## src/rtl/wb_arb_pkg.sv

```systemverilog
// Shared constants and state encoding for the Wishbone bus arbiter.
package wb_arb_pkg;

  localparam int WB_ADDR_WIDTH = 32;
  localparam int WB_DATA_WIDTH = 32;
  localparam int MAX_MASTERS   = 8;
  localparam int IDX_W         = $clog2(MAX_MASTERS);

  localparam logic [31:0] DEFAULT_TIMEOUT_RDATA = 32'hDEAD_BEEF;

  typedef logic [0:0] arb_state_t;
  localparam arb_state_t IDLE = 1'b0;
  localparam arb_state_t BUSY = 1'b1;

endpackage

```

## src/rtl/wb_arb_rr_picker.sv

```systemverilog
// Combinational round-robin picker: first requester at or after ptr_i, wrapping.
module wb_arb_rr_picker
  import wb_arb_pkg::*;
#(
  parameter int NUM_MASTERS = 2
) (
  input  logic [NUM_MASTERS-1:0] req_i,
  input  logic [IDX_W-1:0]       ptr_i,
  output logic [NUM_MASTERS-1:0] gnt_oh_o,
  output logic [IDX_W-1:0]       gnt_idx_o
);

  // Lowest requester below ptr is the fallback; any requester at or above ptr overrides it.
  always_comb begin
    gnt_oh_o  = '0;
    gnt_idx_o = '0;
    for (int k = NUM_MASTERS - 1; k >= 0; k--) begin
      if (req_i[k] && (k < int'(ptr_i))) begin
        gnt_oh_o    = '0;
        gnt_oh_o[k] = 1'b1;
        gnt_idx_o   = IDX_W'(k);
      end
    end
    for (int k = NUM_MASTERS - 1; k >= 0; k--) begin
      if (req_i[k] && (k >= int'(ptr_i))) begin
        gnt_oh_o    = '0;
        gnt_oh_o[k] = 1'b1;
        gnt_idx_o   = IDX_W'(k);
      end
    end
  end

endmodule

```

## src/rtl/wb_bus_arbiter.sv

```systemverilog
// Round-robin Wishbone arbiter: N masters onto one slave port, ownership held for
// the owner's whole cyc, with a watchdog that fake-acks stalled accesses.
module wb_bus_arbiter
  import wb_arb_pkg::*;
#(
  parameter int                    NUM_MASTERS    = 2,
  parameter int                    ADDR_WIDTH     = WB_ADDR_WIDTH,
  parameter int                    DATA_WIDTH     = WB_DATA_WIDTH,
  parameter int                    TIMEOUT_CYCLES = 255,
  parameter logic [DATA_WIDTH-1:0] TIMEOUT_RDATA  = DATA_WIDTH'(DEFAULT_TIMEOUT_RDATA)
) (
  input  logic                                 clk_i,
  input  logic                                 rst_i,
  input  logic [NUM_MASTERS*ADDR_WIDTH-1:0]    m_addr_i,
  input  logic [NUM_MASTERS*DATA_WIDTH-1:0]    m_wdata_i,
  input  logic [NUM_MASTERS-1:0]               m_wr_en_i,
  input  logic [NUM_MASTERS*DATA_WIDTH/8-1:0]  m_byte_en_i,
  input  logic [NUM_MASTERS-1:0]               m_stb_i,
  input  logic [NUM_MASTERS-1:0]               m_cyc_i,
  output logic [NUM_MASTERS-1:0]               m_ack_o,
  output logic [DATA_WIDTH-1:0]                m_rdata_o,
  output logic [ADDR_WIDTH-1:0]                s_addr_o,
  output logic [DATA_WIDTH-1:0]                s_wdata_o,
  output logic                                 s_wr_en_o,
  output logic [DATA_WIDTH/8-1:0]              s_byte_en_o,
  output logic                                 s_stb_o,
  output logic                                 s_cyc_o,
  input  logic [DATA_WIDTH-1:0]                s_rdata_i,
  input  logic                                 s_ack_i,
  output logic [NUM_MASTERS-1:0]               grant_o,
  output logic                                 timeout_o,
  output logic [2:0]                           timeout_id_o,
  input  logic                                 timeout_clr_i
);

  localparam int BE_WIDTH = DATA_WIDTH / 8;
  localparam int CNT_W    = (TIMEOUT_CYCLES > 2) ? $clog2(TIMEOUT_CYCLES) : 1;
  localparam logic [CNT_W-1:0] CNT_LAST =
    CNT_W'((TIMEOUT_CYCLES > 0) ? TIMEOUT_CYCLES - 1 : 0);

  arb_state_t             state_q, state_d;
  logic [NUM_MASTERS-1:0] grant_q, grant_d;
  logic [IDX_W-1:0]       owner_q, owner_d;
  logic [IDX_W-1:0]       ptr_q, ptr_d;
  logic [CNT_W-1:0]       wd_cnt_q, wd_cnt_d;
  logic                   timeout_q, timeout_d;
  logic [2:0]             timeout_id_q, timeout_id_d;

  logic [NUM_MASTERS-1:0] pick_oh;
  logic [IDX_W-1:0]       pick_idx;
  logic                   own_cyc;
  logic                   own_stb;
  logic                   wd_fire;

  wb_arb_rr_picker #(
    .NUM_MASTERS (NUM_MASTERS)
  ) u_picker (
    .req_i     (m_cyc_i),
    .ptr_i     (ptr_q),
    .gnt_oh_o  (pick_oh),
    .gnt_idx_o (pick_idx)
  );

  // Slave-side mux; grant_q is all-zero outside BUSY so idle outputs fall to zero.
  always_comb begin
    s_addr_o    = '0;
    s_wdata_o   = '0;
    s_wr_en_o   = 1'b0;
    s_byte_en_o = '0;
    own_cyc     = 1'b0;
    own_stb     = 1'b0;
    if (state_q == BUSY) begin
      for (int k = 0; k < NUM_MASTERS; k++) begin
        if (grant_q[k]) begin
          s_addr_o    = m_addr_i[k*ADDR_WIDTH +: ADDR_WIDTH];
          s_wdata_o   = m_wdata_i[k*DATA_WIDTH +: DATA_WIDTH];
          s_wr_en_o   = m_wr_en_i[k];
          s_byte_en_o = m_byte_en_i[k*BE_WIDTH +: BE_WIDTH];
          own_cyc     = m_cyc_i[k];
          own_stb     = m_stb_i[k];
        end
      end
    end
  end

  // A real ack in the final watchdog cycle suppresses the forced termination.
  assign wd_fire = (TIMEOUT_CYCLES != 0) && own_stb && !s_ack_i && (wd_cnt_q == CNT_LAST);

  assign s_cyc_o      = own_cyc;
  assign s_stb_o      = own_stb & ~wd_fire;
  assign m_ack_o      = grant_q & {NUM_MASTERS{s_ack_i | wd_fire}};
  assign m_rdata_o    = (state_q != BUSY) ? '0 : (wd_fire ? TIMEOUT_RDATA : s_rdata_i);
  assign grant_o      = grant_q;
  assign timeout_o    = timeout_q;
  assign timeout_id_o = timeout_id_q;

  always_comb begin
    state_d      = state_q;
    grant_d      = grant_q;
    owner_d      = owner_q;
    ptr_d        = ptr_q;
    timeout_d    = timeout_q;
    timeout_id_d = timeout_id_q;
    case (state_q)
      IDLE: begin
        if (|m_cyc_i) begin
          state_d = BUSY;
          grant_d = pick_oh;
          owner_d = pick_idx;
          ptr_d   = (pick_idx == IDX_W'(NUM_MASTERS - 1)) ? '0 : pick_idx + IDX_W'(1);
        end
      end
      BUSY: begin
        if (!own_cyc) begin
          state_d = IDLE;
          grant_d = '0;
        end
      end
      default: begin
        state_d = IDLE;
        grant_d = '0;
      end
    endcase
    wd_cnt_d = (own_stb && !s_ack_i && !wd_fire) ? wd_cnt_q + CNT_W'(1) : '0;
    if (timeout_clr_i) begin
      timeout_d = 1'b0;
    end
    if (wd_fire) begin
      timeout_d    = 1'b1;
      timeout_id_d = 3'(owner_q);
    end
  end

  always_ff @(posedge clk_i) begin
    if (rst_i) begin
      state_q      <= IDLE;
      grant_q      <= '0;
      owner_q      <= '0;
      ptr_q        <= '0;
      wd_cnt_q     <= '0;
      timeout_q    <= 1'b0;
      timeout_id_q <= '0;
    end else begin
      state_q      <= state_d;
      grant_q      <= grant_d;
      owner_q      <= owner_d;
      ptr_q        <= ptr_d;
      wd_cnt_q     <= wd_cnt_d;
      timeout_q    <= timeout_d;
      timeout_id_q <= timeout_id_d;
    end
  end

endmodule

```

## config.mk

```make
export PLATFORM = sky130hd
export DESIGN_NAME = wb_bus_arbiter
export DESIGN_NICKNAME = d
export VERILOG_FILES = /design/src/rtl/wb_arb_pkg.sv /design/src/rtl/wb_arb_rr_picker.sv /design/src/rtl/wb_bus_arbiter.sv
export SDC_FILE = /design/constraint.sdc
export NUM_CORES = 1
export LEC_CHECK = 0
export CAP_MARGIN = 30
export CORE_AREA = 2 2 111 113
export DETAILED_ROUTE_END_ITERATION = 10
export DIE_AREA = 0 0 113 115
export GPL_TIMING_DRIVEN = 0
export PLACE_DENSITY_LB_ADDON = 0.15
export SYNTH_ARGS = -nofsm -noshare
export SYNTH_HDL_FRONTEND = slang
export SYNTH_SLANG_ARGS = --single-unit
```

## constraint.sdc

```tcl
create_clock -name clk_i -period 1.4 [get_ports clk_i]
set_input_delay 0.21 -clock clk_i [delete_from_list [all_inputs] [get_ports clk_i]]
set_output_delay 0.21 -clock clk_i [all_outputs]
set_load 0.05 [all_outputs]
```

==> results of run 1 <==
per-layer routing:
layer	vias up	global-route usage, %	part of all wire, %
li1	1723	-	-
met1	1686	20.5	36
met4	0	3.82	1.6
met2	145	35.7	56
met3	18	3.37	7.0
met5	-	0	0
flip-flops by register name, summed over array words and instances (netlist names):
signal / cells
state_q: 1
grant_o: 2
owner_q: 1
timeout_id_o: 1
ptr_q: 1
wd_cnt_q: 8
timeout_o: 1
synthesized netlist by cell type, drive strengths merged:
master,count
nor2,78
a22oi,69
o21a,26
clkbuf,25
dfxtp,15
a21oi,12
and3,9
buf,9
nand2b,6
nand2,5
nand3,4
o21ai,4
inv,3
nor2b,3
xor2,3
ha,2
nand3b,2
nand4,2
a211oi,1
a311oi,1
a31oi,1
a41oi,1
and4,1
conb,1
mux2i,1
nand4b,1
o211ai,1
o21bai,1
xnor2,1
how the worst min path moves through the flow:
stage          startpoint         to  slack (ns)  cells after the start
2_1_floorplan  m_cyc_i[0]    state_q        0.37                      2
3_3_place_gp     ptr_q[0]   ptr_q[0]        0.44                      1
3_5_place_dp     ptr_q[0]   ptr_q[0]        0.45                      1
4_1_cts             rst_i  timeout_o        0.36                      2
5_1_grt             rst_i  timeout_o        0.41                      2
6_report            rst_i  timeout_o        0.37                      2
power groups by stage:
stage | logic (mW) | registers (mW) | clock network (mW)
3_5_place_dp | 2.40 | 0.465 | 0
2_1_floorplan | 1.45 | 0.476 | 0
6_report | 2.90 | 0.452 | 0.550
3_3_place_gp | 2.38 | 0.464 | 0
4_1_cts | 2.75 | 0.453 | 0.562
5_1_grt | 3.02 | 0.453 | 0.583
metrics by stage:
stage | util, % | setup TNS (ns) | hold slack (ns) | total power, mW | area (sq um)
after detailed placement | 53.3 | -115.81 | 0.452 | 2.86 | 6300
after global placement | 53.3 | -112.11 | 0.442 | 2.84 | 6300
after global routing | 64.5 | -53.31 | 0.409 | 4.05 | 7620
after CTS | 61.0 | -44.10 | 0.362 | 3.77 | 7210
after floorplan | - | -17.28 | 0.367 | 1.93 | 3260
final | 64.5 | -47.57 | 0.366 | 3.90 | 7620
what timing repair did:
item,CTS,global route
gates cloned,8,10
endpoints found under the setup margin,114,115
resized for setup,840,54
pin swaps,90,37
buffers inserted,14,9
worst reg2reg max path: stages (launching register included):
cell and delay, ns:
dfxtp_4 0.35, nand4b_1 0.25, a21oi_4 0.17, buf_4 0.13, buf_6 0.11, buf_4 0.11, nand3b_1 0.19, nor2_1 0.15
cell families (layout without fill, tap and decap cells):
logic type	after synthesis	in the layout	synth area share (%)
AOI/OAI and AO/OA	117	117	44.0
xor gates and xnor gates	4	4	1.83
adders and majority gates	2	2	1.31
buffers and inverters	37	364	9.54
DFF	15	15	15.7
muxes	1	1	0.523
other	1	2	0.196
and+or+nand+nor	111	112	26.9
placed cells by master, fill, tap and decap left out, drive strengths merged:
cell type      instances
a311oi                 1
nand3b                 2
nand3                  4
dfxtp                 15
and4                   1
mux2i                  1
o21ai                  4
conb                   2
nand4                  2
and3                   9
nor2b                  3
nor2                  78
inv                    3
clkdlybuf4s15          2
buf                  149
a41oi                  1
o21bai                 1
a31oi                  1
nand2b                 7
a211oi                 1
a21oi                 12
xnor2                  1
ha                     2
dlygate4sd2            2
clkinv                 1
clkdlybuf4s50        176
nand2                  5
a22oi                 69
clkbuf                31
xor2                   3
nand4b                 1
o21a                  26
o211ai                 1
cell type report:
type                       count  area share, %
inverter                       3          0.181
buffer                        32           7.47
sequential                    15           4.22
clock buffer                   3          0.986
multi-input combinational    238           34.5
tap                          147           2.41
timing repair buffer         325           50.2
clock inverter                 1         0.0657
==> key figures, run 1 <==
Critical path
  • Startpoint Class: flip-flop
  • Worst r2r src: grant_o[1]
  • Slowest stage delay, CP: 0.35 ns
  • Stages on worst setup path: 7
  • Slowest-stage cell, CP: dfxtp_4
  • Top delay family on crit path: simple AND/OR/NAND/NOR gates
  • Top cell by count, worst path: buf_8
  • Worst endpoint required time: 1.19 ns
  • Worst setup path start: grant_o[1]
  • Worst Path Max Fanout: 6
  • CP Capture Type: primary output
  • WS Path Type: reg2out
  • CP Data Arrival Time: 1.78 ns
  • Worst R2R End: wd_cnt_q[1]
  • Reg2Reg Depth: 7
  • Crit path buf inv count: 3
  • R2r setup slk: -0.14 ns
  • CP endpoint: m_rdata_o[11]
  • Crit path cell chain: nand4b_1 -> a21oi_4 -> nor2b_4 -> buf_8 -> clkbuf_16 -> o21a_4 -> buf_8

Clock tree
  • Longest Clk Path Bufs: 2
  • Clock Sinks: 15
  • Clock Latency Late Sink: 0.24 ns
  • TritonCTS Buffers: 3
  • Htree depth: 1
  • Clk slew on worst S/H paths: 0.05 ns
  • Hold_buf cts: 0
  • CTS root buf: clkbuf_16
  • CTS tree: yes

Synth
  • Ranking of synthesized cells by area: a22oi_1, dfxtp_1, nor2_1
  • Yosys warns: 0
  • Syn Area/Cell: 6.65 sq um
  • Sequential area share after synthesis: 15.7%
  • Post-Syn Instances: 288
  • Yosys cell types: 37
  • Share of the synthesized area in the top cell type: 27.0%
  • Synth Register Bits: 15
  • Cell area after synthesis: 1920 sq um
  • Area leader, netlist: a22oi_1

Floorplan
  • Initial Utilization: 16.2%
  • I/O pin count: 289
  • Die area: 13000 sq um
  • DIE WIDTH: 113 microns
  • # rows: 40
  • CORE AREA: 11800 sq um
  • Die height: 115 microns

Cells and area
  • Register area: 322 sq um
  • Synth-to-Final Area Change: 298%
  • Non-filler instance count after layout: 764
  • Multi-input gate area: 2630 sq um
  • Nets: 798
  • ANT cells: 0
  • Filler Cell Count: 951
  • Layout cells sized above 1: 61.3%

STA
  • Final Skew: 0.00467 ns
  • Worst slew pin tran: 0.720 ns
  • Final setup margin: -0.593 ns
  • RSZ-0062 raised after global routing: yes
  • Hold Vio Cnt, Final: 0
  • Max Freq: 502 MHz
  • Period utilization: 142%
  • Setup violators final: 114
  • Relative slew slack: 52.0%
  • Final slew viol count: 0
  • Period minus WS final: 1.99 ns

Global routing
  • Gr ovfl total: 0
  • Initial antenna violation count: 0
  • GRT Util Overall: 18.2%
  • First-pass GRT wire length: 19.3 mm
  • Largest net degree at the start of global routing: 12
  • Vias in the first global route: 3658

Detailed routing
  • DRT iter0 DRCs: 111
  • DRC: 20
  • Post-DRT Antenna Nets: 0
  • WL/cell: 17.7 microns
  • DRT Pass-1 Iters: 7
  • Vias: 3572
  • Vias/cell: 4.68
  • Routed WL: 13.6 mm

Place
  • Inst Count DP: 721
  • Number of buffers added on ports: 285
  • Global placer's final weighted congestion: 0.810
  • Hpwl dp: 9.86 mm
  • Dpl ws: -1.34 ns

Power and ir drop
  • Combinational share of power: 74.3%
  • Clock share of power: 14.1%
  • P_sw: 1.59 mW
  • Power per cell area: 512 nW/um^2
  • Int Pwr: 2.31 mW
  • Switching Share: 40.8%
  • Cell leakage power: 2.71 nW
  • Worst vdd ir: 0.452 mV
  • Flop pwr share: 11.6%

Run status
  • Run status: finished, violations left
  • Failing checks: design-rule violations, negative setup slack

Run
  • Max-Cap Viols: 0

Hold path
  • Worst min path class: in2reg
Power figures use the tool's default switching activity.
==> inputs of run 2 (changes only) <==
CORE_AREA = 2 2 113 115   (was 2 2 111 113)
DIE_AREA = 0 0 115 117   (was 0 0 113 115)
clock period = 2 ns   (was 1.4 ns; I/O delays follow)
==> run 2 against run 1 <==
  * Critical path type unchanged
  * Setup slack gained 0.50 ns
  * Combinational power shrank 52%
  * The flow finishes with violations (negative setup slack)
  * Routed wire length shrank 8.7%
  * Non-clock buffer count shrank 18
  * Highest routed layer unchanged
  * Largest power group unchanged
==> key figures, run 2 (synthesized netlist as in run 1, its figures left out) <==
Run status
  • Run status: finished, violations left
  • Failing checks: negative setup slack

Detailed routing
  • DRT iter0 DRCs: 149 (+34%)
  • WL/cell: 16.5 microns (-6.8%)
  • Vias/cell: 4.52 (-3.4%)
  • DRT Pass-1 Iters: 4 (-3)
  • Vias: 3380 (-5.4%)
  • Routed WL: 12.4 mm (-8.7%)
  • DRC: 0 (-100%)
  • Post-DRT Antenna Nets: 0 (unchanged)

Place
  • Number of buffers added on ports: 285 (unchanged)
  • Global placer's final weighted congestion: 0.752 (-7.2%)
  • Post-placement cell area: 5160 sq um (-18%)
  • Dpl ws: -0.860 ns (+0.478 ns)
  • Hpwl dp: 9.73 mm (-1.3%)
  • Inst Count DP: 724 (+0.42%)

Critical path
  • WS Path Type: reg2out
  • Slowest stage delay, CP: 0.36 ns (about the same)
  • Worst r2r src: wd_cnt_q[2]
  • CP Capture Type: primary output
  • Top delay family on crit path: simple AND/OR/NAND/NOR gates
  • Startpoint Class: flip-flop
  • CP Data Arrival Time: 1.80 ns (+0.02 ns)
  • Crit path cell chain: and4_4 -> nand4_4 -> nor2b_4 -> buf_8 -> buf_12 -> clkbuf_16 -> o21a_2 -> buf_6
  • Crit path buf inv count: 4 (+1)
  • Reg2Reg Depth: 8 (+1)
  • Slowest-stage cell, CP: dfxtp_2
  • R2r setup slk: 0.46 ns (+0.60 ns)
  • Worst R2R End: timeout_id_o[0]
  • Worst endpoint required time: 1.70 ns (+0.51 ns)
  • Worst Path Max Fanout: 6 (unchanged)

STA
  • Relative slew slack: 65.1% (+13 points)
  • Period utilization: 105%
  • RSZ-0062 raised after global routing: yes
  • Worst slew pin tran: 0.522 ns (-0.198 ns)
  • Period minus WS final: 2.10 ns
  • Hold Vio Cnt, Final: 0 (unchanged)
  • Max Freq: 477 MHz
  • Final Skew: 0.00230 ns (-0.00237 ns)
  • Setup violators final: 18 (-84%)
  • Final slew viol count: 0 (unchanged)
  • Final setup margin: -0.0961 ns (+0.497 ns)

Cells and area
  • ANT cells: 0 (unchanged)
  • Commonest non-fill, non-tap cell in the layout: clkdlybuf4s50_1
  • Layout cells sized above 1: 45.0% (-16 points)
  • Largest register FFs: 8 (unchanged)
  • Register area: 319 sq um (-0.78%)
  • Synth-to-Final Area Change: 191%
  • Non-filler instance count after layout: 748 (-2.1%)
  • Most flops, register: wd_cnt_q
  • Nets: 779 (-2.4%)
  • Finished Cell Area: 5570 sq um (-27%)
  • Filler Cell Count: 1262 (+33%)
  • Commonest non-fill, non-tap cells in the layout: clkdlybuf4s50_1, buf_4, nor2_2
  • Multi-input gate area: 1740 sq um (-34%)

Clock tree
  • Htree depth: 1 (unchanged)
  • Clk slew on worst S/H paths: 0.05 ns (about the same)
  • Clock Latency Late Sink: 0.24 ns (about the same)
  • TritonCTS Buffers: 3 (unchanged)
  • CTS tree: yes
  • CTS root buf: clkbuf_16
  • Clock Sinks: 15 (unchanged)
  • Longest Clk Path Bufs: 2 (unchanged)

Hold path
  • Worst hold endpoint: grant_o[0]
  • Hold Crit Start: rst_i
  • Worst Hold Path Cells: 2 (unchanged)
  • Worst min path class: in2reg

Power and ir drop
  • Cell leakage power: 2.22 nW (-18%)
  • Worst vdd ir: 0.294 mV (-35%)
  • Tot Pwr: 2.11 mW (-46%)
  • Power per cell area: 378 nW/um^2 (-26%)

Global routing
  • First-pass GRT wire length: 17.1 mm (-11%)
  • Vias in the first global route: 3315 (-9.4%)
  • Largest net degree at the start of global routing: 11 (-1)
  • GRT Util Overall: 16.1% (-2.1 points)
  • Initial antenna violation count: 0 (unchanged)
  • Gr ovfl total: 0 (unchanged)

Floorplan
  • DIE WIDTH: 115 microns (+1.8%)
  • Initial Utilization: 15.6% (-0.66 points)
  • Die height: 117 microns (+1.7%)
  • I/O pin count: 289 (unchanged)
  • CORE AREA: 12300 sq um (+4.2%)
  • Die area: 13500 sq um (+3.5%)
  • # rows: 41 (+2.5%)

Run
  • Max-Cap Viols: 0 (unchanged)
-- run 2: changes by cell type in the layout (fill, tap and decap cells not counted), moves of 9 or more --
cell       previous run  this run
buf_4                18        88
nor2_4               69         0
nor2_2                1        69
a22oi_1               0        66
a22oi_2              69         3
buf_8                77        17
clkbuf_16            23         4
buf_6                41        24
o21a_4               26        11
buf_2                 0        12
o21a_2                0         9
-- run 2: through the flow --
| step | TNS (ns) | hold WS [ns] | util, % |
|---|---|---|---|
| floorplan | 0 | 0.429 | - |
| global placement | -74.14 | 0.442 | 41.9 |
| detailed placement | -76.78 | 0.463 | 41.9 |
| CTS | -1.09 | 0.421 | 44.5 |
| global route | -3.49 | 0.468 | 45.3 |
| finish | -1.28 | 0.408 | 45.3 |
-- run 2: area by class of cell --
class / instances / area share (%)
clock buffer: 4 / 1.41
inverter: 3 / 0.202
tap: 150 / 3.37
sequential: 15 / 5.72
multi-input combinational: 237 / 31.2
timing repair buffer: 305 / 53.3
buffer: 34 / 4.78
-- run 2: worst max path at each step --
stage                 from             to  slack (ns)  depth (start not counted)
4_1_cts         grant_o[1]  m_rdata_o[12]       -0.07                          8
5_1_grt         grant_o[1]   m_rdata_o[3]       -0.17                          8
6_report       wd_cnt_q[2]  m_rdata_o[11]        -0.1                          8
3_5_place_dp    m_stb_i[0]  m_rdata_o[23]       -0.86                          8
2_1_floorplan   grant_o[1]   s_addr_o[10]        0.04                          4
3_3_place_gp    m_stb_i[0]  m_rdata_o[23]       -0.84                          8
-- run 2: layer usage --
metal / vias to the layer above / global-route usage (%) / routed length [microns]
met5: - / 0 / 0
met4: 0 / 4.66 / 221
met3: 12 / 4.74 / 1220
met2: 196 / 32.2 / 6680
met1: 1501 / 16.1 / 4260
li1: 1671 / - / -
-- run 2: worst register-to-register path, cell delays in order (launching register included) --
cell and delay [ns]:
dfxtp_2 0.36, and4_4 0.24, nand4_4 0.14, nor2b_4 0.16, buf_4 0.12, buf_6 0.10, buf_16 0.10, buf_4 0.10
mux2i_1 0.15
-- run 2: timing repair --
action,in CTS,in global routing
setup buffers,17,1
gates cloned,2,1
hold buffers,0,0
gates resized for setup,720,49
setup endpoints to repair,105,102
pin swaps,2,1
-- run 2: report_power, final --
part	internal, mW	total (mW)	switching [mW]
clock	0.270	0.388	0.118
combinational	0.650	1.40	0.754
sequential	0.307	0.317	0.00940
total	1.23	2.11	0.881
